`src/rtl/regfile_pkg.sv`:
```
// rtl/regfile_pkg.sv - shared types and default sizes for the multi-port register file
package regfile_pkg;

    typedef enum logic {
        CLEAR = 1'b0,
        RUN   = 1'b1
    } rf_state_t;

    localparam int RF_DATA_W = 32;
    localparam int RF_ADDR_W = 5;
    localparam int RF_NUM_RD = 2;

endpackage

```
`src/rtl/regfile_clear_seq.sv`:
```
// rtl/regfile_clear_seq.sv - post-reset sweep that zeroes every entry before the file is usable
module regfile_clear_seq
    import regfile_pkg::*;
#(
    parameter int ADDR_W = RF_ADDR_W
) (
    input  logic              clk,
    input  logic              rst,
    output logic              clr_we,
    output logic [ADDR_W-1:0] clr_addr,
    output logic              ready
);

    localparam logic [ADDR_W-1:0] LAST_ADDR = '1;

    rf_state_t         state;
    rf_state_t         state_nxt;
    logic [ADDR_W-1:0] cnt;
    logic [ADDR_W-1:0] cnt_nxt;

    always_ff @(posedge clk) begin
        if (rst) begin
            state <= CLEAR;
            cnt   <= '0;
            ready <= 1'b0;
        end else begin
            state <= state_nxt;
            cnt   <= cnt_nxt;
            ready <= (state_nxt == RUN);
        end
    end

    // The last entry is written on the same edge that moves to RUN, so cnt never wraps.
    always_comb begin
        state_nxt = state;
        cnt_nxt   = cnt;
        clr_we    = 1'b0;
        case (state)
            CLEAR: begin
                clr_we = 1'b1;
                if (cnt == LAST_ADDR) begin
                    state_nxt = RUN;
                end else begin
                    cnt_nxt = cnt + 1'b1;
                end
            end
            RUN: begin
                state_nxt = RUN;
            end
            default: begin
                state_nxt = CLEAR;
            end
        endcase
    end

    assign clr_addr = cnt;

endmodule

```
`src/rtl/regfile_mp.sv`:
```
// rtl/regfile_mp.sv - parametrised multi-read-port register file with write bypass and hardware clear
module regfile_mp
    import regfile_pkg::*;
#(
    parameter int DATA_W   = RF_DATA_W,
    parameter int ADDR_W   = RF_ADDR_W,
    parameter int NUM_RD   = RF_NUM_RD,
    parameter int ZERO_REG = 1
) (
    input  logic                     clk,
    input  logic                     rst,
    input  logic [NUM_RD*ADDR_W-1:0] rR,
    output logic [NUM_RD*DATA_W-1:0] rD,
    input  logic [ADDR_W-1:0]        wR,
    input  logic [DATA_W-1:0]        wD,
    input  logic                     rf_we,
    output logic                     ready
);

    localparam int DEPTH = 2 ** ADDR_W;

    logic [DATA_W-1:0] mem [DEPTH];

    logic              clr_we;
    logic [ADDR_W-1:0] clr_addr;
    logic              run;
    logic              fn_we;
    logic              wr_en;
    logic [ADDR_W-1:0] wr_addr;
    logic [DATA_W-1:0] wr_data;

    regfile_clear_seq #(
        .ADDR_W (ADDR_W)
    ) u_clear_seq (
        .clk      (clk),
        .rst      (rst),
        .clr_we   (clr_we),
        .clr_addr (clr_addr),
        .ready    (ready)
    );

    // Functional writes exist only in RUN; a pending reset also cancels them.
    assign run     = ready & ~rst;
    assign fn_we   = run & rf_we & ~((ZERO_REG != 0) && (wR == '0));

    assign wr_en   = clr_we | fn_we;
    assign wr_addr = clr_we ? clr_addr : wR;
    assign wr_data = clr_we ? '0 : wD;

    always_ff @(posedge clk) begin
        if (!rst && wr_en) begin
            mem[wr_addr] <= wr_data;
        end
    end

    for (genvar k = 0; k < NUM_RD; k++) begin : g_rd
        logic [ADDR_W-1:0] ra;
        logic [DATA_W-1:0] rd;

        assign ra = rR[k*ADDR_W +: ADDR_W];

        always_comb begin
            rd = '0;
            if (run) begin
                if ((ZERO_REG != 0) && (ra == '0)) begin
                    rd = '0;
                end else if (fn_we && (wR == ra)) begin
                    rd = wD;
                end else begin
                    rd = mem[ra];
                end
            end
        end

        assign rD[k*DATA_W +: DATA_W] = rd;
    end

endmodule

```
`config.mk`:
```
export PLATFORM = sky130hd
export DESIGN_NAME = regfile_mp
export DESIGN_NICKNAME = d
export VERILOG_FILES = /design/src/rtl/regfile_pkg.sv /design/src/rtl/regfile_clear_seq.sv /design/src/rtl/regfile_mp.sv
export SDC_FILE = /design/constraint.sdc
export NUM_CORES = 1
export LEC_CHECK = 0
export CAP_MARGIN = 40
export CORE_MARGIN = 2
export CORE_UTILIZATION = 60
export CTS_CLUSTER_SIZE = 40
export DETAILED_ROUTE_END_ITERATION = 8
export GPL_ROUTABILITY_DRIVEN = 0
export HOLD_SLACK_MARGIN = 0.05
export PLACE_DENSITY = 0.78
export SLEW_MARGIN = 20
export SYNTH_ARGS = -nofsm -noshare
export SYNTH_HDL_FRONTEND = slang
export SYNTH_HIERARCHICAL = 1
export SYNTH_SLANG_ARGS = --single-unit
```
`constraint.sdc`:
```
create_clock -name clk -period 3.9 [get_ports clk]
set_input_delay 0.39 -clock clk [delete_from_list [all_inputs] [get_ports clk]]
set_output_delay 0.39 -clock clk [all_outputs]
set_load 0.005 [all_outputs]
```
==> reports/results.tsv <==
metric	value	unit
min_path_cells	2	
worstHoldStart	u_clear_seq/clr_addr[1]	
place_inst	3780	
clk_latency	0.66	ns
rsz0062_at_grt	false	
rrSetupSlack	0.73	ns
cts-root-buf	clkbuf_16	
synth_seq_area_share	64.1	%
synth_top_area_share	63.9	%
synth_edf_count	1024	
syn2layout_area_growth	15.3	%
pin_count	115	
pwr-share-clk	40.1	%
synth_area	48100	µm²
path_clk_slew	0.06	ns
finClkSkew	0.0286	ns
syn_area_per_cell	18.3	µm²
die_y	287	µm
rr_endpoint	mem[14][25]	
hold_violations	0	
numPortBuffers	114	
switching_share	22.4	%
fin_tns_setup	0	ns
cp_data_required_time	3.51	ns
cts_tree	done	
viasPerCell	7.84	
fin_nets	2885	
layout-drive-gt1-share	27.4	%
overflow	0	
synth_ff_type	edfxtp_1	
ys_types	50	
gr-usage-all-layers	36.9	%
ir_drop	367	µV
grt_pass1_vias	31700	
synth_seq_cells	1030	
synth-async-reset-ratio	0	%
crit-reg2reg-launch	u_clear_seq/state	
p_total	23.4	mW
p_comb_share	8.1	%
layout_min_cycle_time	3.85	ns
maxCapViolations	0	
min_to	u_clear_seq/clr_addr[1]	
setup_viol	0	
postCtsHoldBufs	0	
ys_warn_count	6	
grt_max_degree	67	
slew_violations	0	
initialDrtViolationCount	4862	
syn_inst	2635	
wl_per_cell	38.1	µm
crit_type	flop to output port	
numCtsBuffers	101	
stdcell_count	3962	
vias	31100	
post-route-period-util	98.8	%
crit_path_end_kind	output port	
mostFrequentLayoutCells	edfxtp_1 (1024), mux4_2 (384), mux2i_1 (257), buf_4 (131), a22oi_1 (128)	
initial_utilization	60.7	%
slew_headroom	41.0	%
h-tree-depth	3	
critPathMaxFanout	20	
seqPwrFrac	51.7	%
min_path_type	flop to flop	
internal-power	18.1	mW
fp.dieW	287	µm
startpoint_type	flop	
syn-num-nets	2687	
fmax	260	MHz
ant_nets	0	
arrival	3.46	ns
postRouteWirelength	151000	µm
firstDrtPassIters	6	
synthTopCellsByArea	edfxtp_1 (64%), mux4_2 (18%), mux2i_1 (5.3%)	
die_area	82500	µm²
cts_setup_buffers	0	
p_leak	18.2	nW
drc	0	
place_hpwl	87600	µm
core_area	79300	µm²
antenna_found_initial	6	
rows	103	
final_common_cell	edfxtp_1	
grt_pass1_wl	217000	µm
p_per_area	421	nW/µm²
p_sw	5.24	mW
rr_worst_depth	6	
clkSinkCount	1030	
max-clock-path-buffers	3	
status	complete, no violations	
synth_top_cell_by_area	edfxtp_1	
tightest_slew	0.884	ns
-- power groups by stage --
stage | Combinational (mW) | Sequential, mW | Clock [mW]
final | 1.90 | 12.1 | 9.39
after global routing | 1.95 | 12.1 | 9.84
after CTS | 1.85 | 12.1 | 9.43
after detailed placement | 1.83 | 12.3 | 0
after global placement | 1.80 | 12.3 | 0
after floorplan | 1.14 | 12.3 | 0
-- how the worst max path moves through the flow --
stage / start / end / slack, ns
2_1_floorplan: u_clear_seq/state / mem[10][0] / 0.34
5_1_grt: u_clear_seq/state / rD[27] / 0.0003
3_5_place_dp: wR[2] / rD[30] / 0.14
3_3_place_gp: wR[2] / rD[47] / 0.16
6_report: u_clear_seq/state / rD[27] / 0.05
4_1_cts: u_clear_seq/state / rD[30] / 0.11
-- kinds of logic after synthesis --
kind of cell               synth area share [%]
AOI/OAI and AO/OA                          8.14
xor gates and xnor gates                  0.218
adders and majority gates                0.0520
buffers and inverters                      2.02
DFF                                        64.1
muxes                                      23.4
and+or+nand+nor                            2.05
-- critical path: stages, from the launching register on --
cell and delay (ns):
dfxtp_1 0.57, nand2b_1 0.27, nor4_4 0.40, buf_4 0.47, buf_4 0.30, a221o_1 0.22
clkdlybuf4s50_1 0.53
-- through the flow --
step / worst slack [ns] / hold WS, ns / util, % / instance area [µm²]
global route: 0.000288 / 0.594 / 70.0 / 55500
floorplan: 0.337 / 0.459 / - / 48100
CTS: 0.107 / 0.566 / 70.0 / 55500
global placement: 0.158 / 0.508 / 65.9 / 52300
finish: 0.0487 / 0.591 / 70.0 / 55500
detailed placement: 0.138 / 0.571 / 66.1 / 52400
-- area by class of cell --
| cell class | instances | area (µm²) |
|---|---|---|
| diodes | 1 | 2.50 |
| clock buffers | 122 | 2650 |
| clock inverters | 59 | 482 |
| fillers | 4703 | 23800 |
| inverters | 6 | 22.5 |
| multi-input cells | 1381 | 16700 |
| flip-flops and latches | 1030 | 30900 |
| well taps | 1050 | 1310 |
| repair buffers | 313 | 3490 |
-- repair_timing --
| action | CTS | global route |
|---|---|---|
| setup endpoints to repair | 0 | 1 |
| resized for setup | 0 | 1 |
| endpoints found under the hold margin | 0 | 0 |
-- sequential cells by signal, summed over array words and instances (netlist names) --
register	flops
mem	1024
u_clear_seq/clr_addr	5
u_clear_seq/state	1
-- cells in the mapped netlist, types with 9 or more instances --
cell type / count
mux2i_1: 257
o22ai_1: 50
nand3b_1: 16
nand2_1: 66
nor2_1: 41
a21oi_1: 123
nor2b_1: 35
buf_4: 14
a22oi_1: 128
buf_1: 23
o221ai_1: 121
xnor2_1: 12
mux4_2: 384
edfxtp_1: 1024
buf_2: 64
a221o_1: 56
a211o_1: 9
o21ai_0: 17
clkbuf_1: 117
-- per-layer routing --
metal  vias to the layer above  wire length (µm)  global-route usage, %
met5                         -               105                      0
met4                        10             10200                   20.9
li1                      11800                 -                      -
met1                     15600             48800                   48.1
met2                      2945             69200                   56.2
met3                       663             22800                   10.9
No activity file was read; power rests on OpenSTA's default activity.
